==> src/rtl/fetch_unit_pkg.sv <==
// Shared rv32i fetch definitions: data width, reset PC,
// PC step and the fetch FSM state encodings.
package fetch_unit_pkg;

    localparam int XLEN = 32;

    localparam logic [XLEN-1:0] RESET_PC_DEFAULT = 32'h0000_0000;
    localparam logic [XLEN-1:0] PC_INC           = 32'd4;

    typedef enum logic [1:0] {
        S_REQ  = 2'd0,
        S_HOLD = 2'd1,
        S_DROP = 2'd2
    } fetch_state_t;

endpackage

==> src/rtl/fetch_unit.sv <==
// Single-outstanding instruction fetch with a one-entry slot,
// branch redirect and discard of in-flight responses.
module fetch_unit
    import fetch_unit_pkg::*;
#(
    parameter logic [XLEN-1:0] RESET_PC = RESET_PC_DEFAULT
) (
    input  logic            clk,
    input  logic            rst,
    output logic            imem_req,
    output logic [XLEN-1:0] imem_addr,
    input  logic            imem_ack,
    input  logic [XLEN-1:0] imem_rdata,
    input  logic            branch_ld,
    input  logic [XLEN-1:0] branch_target,
    output logic            inst_valid,
    output logic [XLEN-1:0] inst_data,
    output logic [XLEN-1:0] inst_pc,
    input  logic            inst_ready,
    output logic            misaligned
);

    fetch_state_t    state, state_n;
    logic [XLEN-1:0] pc, pc_n;
    logic [XLEN-1:0] req_addr, req_addr_n;
    logic            valid_n;
    logic [XLEN-1:0] data_n, ipc_n;
    logic            mis_n;
    logic [XLEN-1:0] tgt;

    assign tgt       = {branch_target[XLEN-1:2], 2'b00};
    assign imem_req  = !rst && (state != S_HOLD);
    assign imem_addr = req_addr;

    always_comb begin
        state_n    = state;
        pc_n       = pc;
        req_addr_n = req_addr;
        valid_n    = inst_valid;
        data_n     = inst_data;
        ipc_n      = inst_pc;
        mis_n      = branch_ld && (branch_target[1:0] != 2'b00);
        if (branch_ld) begin
            pc_n    = tgt;
            valid_n = 1'b0;
            // an in-flight request must still complete before re-issuing
            unique case (state)
                S_HOLD: begin
                    state_n    = S_REQ;
                    req_addr_n = tgt;
                end
                S_REQ, S_DROP: begin
                    if (imem_ack) begin
                        state_n    = S_REQ;
                        req_addr_n = tgt;
                    end else begin
                        state_n = S_DROP;
                    end
                end
                default: state_n = S_REQ;
            endcase
        end else begin
            unique case (state)
                S_REQ: begin
                    if (imem_ack) begin
                        data_n  = imem_rdata;
                        ipc_n   = req_addr;
                        valid_n = 1'b1;
                        pc_n    = pc + PC_INC;
                        state_n = S_HOLD;
                    end
                end
                S_HOLD: begin
                    if (inst_valid && inst_ready) begin
                        valid_n    = 1'b0;
                        state_n    = S_REQ;
                        req_addr_n = pc;
                    end
                end
                S_DROP: begin
                    if (imem_ack) begin
                        state_n    = S_REQ;
                        req_addr_n = pc;
                    end
                end
                default: state_n = S_REQ;
            endcase
        end
    end

    always_ff @(posedge clk) begin
        if (rst) begin
            state      <= S_REQ;
            pc         <= RESET_PC;
            req_addr   <= RESET_PC;
            inst_valid <= 1'b0;
            inst_data  <= '0;
            inst_pc    <= '0;
            misaligned <= 1'b0;
        end else begin
            state      <= state_n;
            pc         <= pc_n;
            req_addr   <= req_addr_n;
            inst_valid <= valid_n;
            inst_data  <= data_n;
            inst_pc    <= ipc_n;
            misaligned <= mis_n;
        end
    end

endmodule

==> config.mk <==
export PLATFORM = sky130hd
export DESIGN_NAME = fetch_unit
export DESIGN_NICKNAME = d
export VERILOG_FILES = /design/src/rtl/fetch_unit_pkg.sv /design/src/rtl/fetch_unit.sv
export SDC_FILE = /design/constraint.sdc
export NUM_CORES = 1
export LEC_CHECK = 0
export ABC_AREA = 1
export CORE_ASPECT_RATIO = 0.6
export CORE_UTILIZATION = 25
export DETAILED_ROUTE_END_ITERATION = 12
export GPL_ROUTABILITY_DRIVEN = 1
export HOLD_SLACK_MARGIN = 0.08
export SLEW_MARGIN = 20
export SYNTH_ARGS = -nofsm -noshare
export SYNTH_HDL_FRONTEND = slang
export SYNTH_SLANG_ARGS = --single-unit
==> constraint.sdc <==
create_clock -name clk -period 1.3 [get_ports clk]
set_input_delay 0.26 -clock clk [delete_from_list [all_inputs] [get_ports clk]]
set_output_delay 0.26 -clock clk [all_outputs]
set_load 0.01 [all_outputs]
* Yosys cells after proc, flatten, opt, wreduce, memory -nomap -nowiden
Cells that the tools add are included.
** Word-level totals
- Bits in latches :: 0
- Memories :: 0
- Output and inout port bits :: 99
- Bits of input ports :: 69
- Flip-flop bits (word level) :: 132
- Memory bits (writable) :: 0
- Logic and storage cells :: 57
- Bits in read-only memories :: 0
** Operators by class
- Multiplexer cells :: 19
- Div/mod/pow operators :: 0
- Shifts and indexed selects :: 0
- Order comparisons :: 0
- $add $sub $neg :: 1
- $mul :: 0
- Equality and inequality tests :: 10
- Reductions and logical operators :: 18
- Bitwise gates (word level) :: 1
** Operator list (number)
- 32-bit two-way mux :: 7
- 32-bit case mux with 2 select lines :: 2
- 32-bit by 3-bit adder with 32-bit output, second input constant :: 1
- 2-bit two-way mux :: 6
- 3-bit != test, second input constant :: 4
- 3-bit AND reduction :: 3
- 2-bit nonzero test :: 4
- 2-bit case mux with 3 select lines :: 1
- 5-bit AND reduction :: 1
- 2-bit != test, second input constant :: 2
- 2-bit AND reduction :: 2
- 2-bit OR reduction :: 2
- 1-bit logical AND :: 3
- 3-bit by 1-bit != test with 1-bit output, second input constant :: 1
- 3-bit nonzero test :: 1
- 2-bit by 1-bit equality test with 1-bit output, second input constant :: 1
- 2-bit equality test, second input constant :: 1
- 2-bit logical NOT :: 1
- 1-bit two-way mux :: 2
- 2-bit by 1-bit != test with 1-bit output, second input constant :: 1
- 1-bit case mux with 2 select lines :: 1
- 1-bit logical NOT :: 1
- 1-bit NOT :: 1

* Logic depth before layout (Yosys ltp)
- Depth in word-level cells :: 4
- Gate-level depth with buffers :: 10

* Worst setup path before layout
OpenSTA, ideal clock, no wires.
- Kind :: flip-flop to flip-flop
- Start :: register pc[3]
- End :: register pc[28]
- Slack :: -0.032 ns
- Clock period less this slack :: 1.332 ns
- Stages on the path, launching flop included :: 11
- Arrival time :: 1.223 ns
- Path through :: dfxtp_1 -> ha_1 -> nand3_1 -> nor2_1 -> nand2_1 -> clkinv_1 -> nand2_1 -> nand2_1 -> nand3_1 -> nand2_1 -> inv_1
** On the way
- Cells in the longest elaborated chain, start to end :: 4
** RTL lines
- start, declared :: line fetch_unit.sv:24 : logic [XLEN-1:0] pc, pc_n;
- start signal, assigned :: line fetch_unit.sv:102 : pc <= pc_n;
- 32-bit by 3-bit adder with 32-bit output :: line fetch_unit.sv:69 : pc_n = pc + PC_INC;
- 32-bit two-way mux :: line fetch_unit.sv:65 : if (imem_ack) begin
- 32-bit two-way mux :: line fetch_unit.sv:63 : unique case (state)
- 32-bit two-way mux :: line fetch_unit.sv:43 : if (branch_ld) begin
Every way passes these cells. The select of a mux whose other input is x is not followed.
A chain may end at the register's enable or synchronous reset.

* Worst setup path in the final report
- Start :: register state[1]
- End :: register req_addr[20] (netlist: imem_addr[20])
** On the way
- Cells in the longest elaborated chain, start to end :: 4
- Elaborated cells on any way between the ends :: 13
- Classes of those cells :: eq/ne: 6; mux: 3; reduce/logical: 4
** RTL lines
- start, declared :: line fetch_unit.sv:23 : fetch_state_t state, state_n;
- start signal, assigned :: line fetch_unit.sv:101 : state <= state_n;
- 2-bit equality test / 2-bit logical NOT (equally long branches) :: line fetch_unit.sv:47, fetch_unit.sv:63
- 2-bit OR reduction :: line fetch_unit.sv:47 : unique case (state)
- 3-bit by 1-bit != test with 1-bit output (no source line) (tied with other cells)
- 5-bit AND reduction (no source line) / 32-bit two-way mux (equally long branches)
- end signal, assigned :: line fetch_unit.sv:103 : req_addr <= req_addr_n;
- end, declared :: line fetch_unit.sv:25 : logic [XLEN-1:0] req_addr, req_addr_n;
Parallel ways exist; a longest one is shown, timed or not.

==> flow_metrics.tcl <==
set metrics [dict create \
    power_switching_share 0.299 \
    final_common_cell "nor2_1" \
    die_w_um 202 \
    slowest_stage "dfxtp_4" \
    final_hold_viol_count 0 \
    drv_cap 0 \
    dp_worst_setup_slack_ns -0.599 \
    ys_types 38 \
    wirelength_um 25200 \
    ioPinCount 168 \
    fmax_mhz 662 \
    netlist_area_um2 5980 \
    cts_buffers 17 \
    yosysWarnings 0 \
    power.switching_mw 3.58 \
    synth_top_cells_by_area "dfxtp_1, nor2_1, nand2_1, o21ai_0, o21ai_1" \
    via_per_inst 4.74 \
    cp_max_fo 8 \
    rsz0062_at_grt "yes" \
    cts.clk_slew.worst_paths_ns 0.06 \
    route.detailed.drc 0 \
    nets 1218 \
    placed_cell_area_um2 8620 \
    clockPowerShare 0.385 \
    layout_min_cycle_time_ns 1.51 \
    worst_pin_slew_ns 0.534 \
    cts_tree "done" \
    wl_per_cell_um 17.1 \
    area_growth_syn_to_layout_pct 76.8 \
    ys_seq_area_frac 0.422 \
    power_frac_seq 0.378 \
    num_vias 6989 \
    ys_seq_elements 126 \
    cts.sinks 126 \
    violations "setup timing" \
    cts_max_level 4 \
    port_buffers 163 \
    die_height_um 122 \
    dr.first_iter.drc_count 517 \
    diodes 0 \
    dieArea_um2 24600 \
    max_slew_margin 0.640 \
    cts-root-buf "clkbuf_16" \
    setup_viol 119 \
    grt_util_all_layers 0.198 \
    dr.pass1.iters 5 \
    status "complete, but fails checks" \
    layout_setup_ws_ns -0.210 \
    fin_crit_sh 1.16 \
    globalplace.congestion 0.890 \
    power_density_nw_per_um2 1130 \
    grt_max_degree 31 \
    grt_pass1_wl_um 37200 \
    crit_chain "nor2_4 -> nand3_4 -> nand2_8 -> clkinv_8 -> buf_12 -> buf_16 -> o21ai_1 -> nor2_1" \
    clock_skew_ns 0.00796 \
    avgSynthCellArea_um2 6.77 \
    num_rows 43 \
    critPathRequiredTime_ns 1.60 \
    intPower_mw 8.41 \
    crit_arrival_ns 1.81 \
    slew_viol_final 0 \
    p_leak_nw 4.74 \
    start_util 0.257 \
    criticalPathCategory "flop to flop" \
    overflow 0 \
    peakVddDrop_mv 0.830 \
    dp_hpwl_um 15900 \
    final_cell_area_um2 10600 \
    syn_inst 884 \
    yosysTopAreaCellShare 0.422 \
    antenna_left 0 \
    cp-end-kind "flop" \
    final_cell_mix "nor2_1, nand2_1, dfxtp_1" \
    clk_latency_ns 0.42 \
    power_frac_comb 0.237 \
    fp.coreArea_um2 23300 \
    grt_pass1_vias 6545 \
    synth_top_cell_by_area "dfxtp_1" \
    ctsHoldBuffers 0 \
    max_stage_delay_ns 0.37 \
    drive_gt1_frac 0.404 \
    fin_util 0.454 \
    cp-start-kind "flop" \
    antenna_found_initial 0 \
    hp-class "input port to flop" \
    cts_buffer_depth 2 \
]
## final timing paths
| kind | to | cells past startpoint | slack, ns | from |
|---|---|---|---|---|
| setup reg to reg | imem_addr[20] | 8 | -0.21 | state[1] |
| hold reg to reg | imem_addr[2] | 2 | 0.47 | imem_addr[2] |
| setup / recovery | imem_addr[20] | 8 | -0.21 | state[1] |
| hold / removal | inst_valid | 3 | 0.23 | branch_ld |
## metrics by stage
step	instances	hold WS [ns]	setup TNS, ns	power [mW]
after floorplan	887	0.339	0	5.46
after global placement	1403	0.479	-49.17	6.75
after detailed placement	1403	0.486	-51.12	6.78
after CTS	1461	0.187	-19.80	11.9
after global routing	1474	0.213	-19.80	12.6
final	1474	0.232	-12.43	12.0
## power by group through the flow
stage | Clock (mW) | Sequential [mW] | Combinational [mW]
finish | 4.62 | 4.53 | 2.84
global route | 4.94 | 4.57 | 3.05
CTS | 4.73 | 4.48 | 2.68
detailed placement | 0 | 4.53 | 2.24
global placement | 0 | 4.53 | 2.22
floorplan | 0 | 4.59 | 0.870
## synth_stat cells
cell	number
ha_1	1
a21boi_0	1
nor3_1	9
inv_1	64
inv_4	1
nand2_1	127
conb_1	1
clkbuf_1	12
nand2_4	3
a31oi_1	3
a21oi_1	46
nor2_4	6
a41oi_1	2
clkbuf_2	1
and2_1	1
dfxtp_1	126
buf_6	2
o21ai_0	72
nand2_2	5
nor2_2	3
nor4_1	1
o21bai_1	2
nor2_8	4
nand4_1	4
nand3_2	2
nor2_1	241
o211ai_1	2
buf_4	7
nand3_1	42
o21ai_1	52
nand3b_4	1
buf_2	30
a211oi_1	1
clkinv_1	2
o21ai_2	1
or2_2	1
clkinv_2	1
inv_2	4
## routing by layer
| metal | track usage | vias to the layer above | wire [um] |
|---|---|---|---|
| li1 | - | 3378 | - |
| met1 | 0.296 | 3283 | 12200 |
| met2 | 0.262 | 297 | 9900 |
| met3 | 0.0682 | 31 | 2620 |
| met4 | 0.0559 | 0 | 399 |
| met5 | 0 | - | 0 |
## registers in the layout, indices dropped and copies added (netlist names)
name / count
inst_data: 32
inst_valid: 1
pc: 30
state: 2
inst_pc: 30
misaligned: 1
imem_addr: 30
## cell type report
type | count | area (um^2)
Sequential cell | 126 | 2630
Inverter | 72 | 310
Fill cell | 2327 | 12700
Tap cell | 315 | 394
Multi-Input combinational cell | 637 | 3660
Clock buffer | 19 | 433
Timing Repair Buffer | 294 | 3030
Clock inverter | 11 | 119
## critical path: cells and delay by family, from the launching register on
family,cells,cell delay [ns]
and+or+nand+nor,4,0.50
DFF,1,0.37
buffers and inverters,3,0.37
AOI/OAI and AO/OA,1,0.14
## logic make-up after synthesis
logic type / share of synthesized area
AND/OR/NAND/NOR: 0.326
AO/OA/AOI/OAI: 0.157
flip-flops: 0.422
buffers and inverters: 0.0918
adder cells (fa/ha/maj): 0.00209
other: 0.000627
## timing repair
item	in CTS	in global routing
resized for setup	376	244
setup buffers	15	16
cloned	14	5
pin swaps	20	41
setup endpoints to repair	213	197
(Power assumes the default switching activity.)
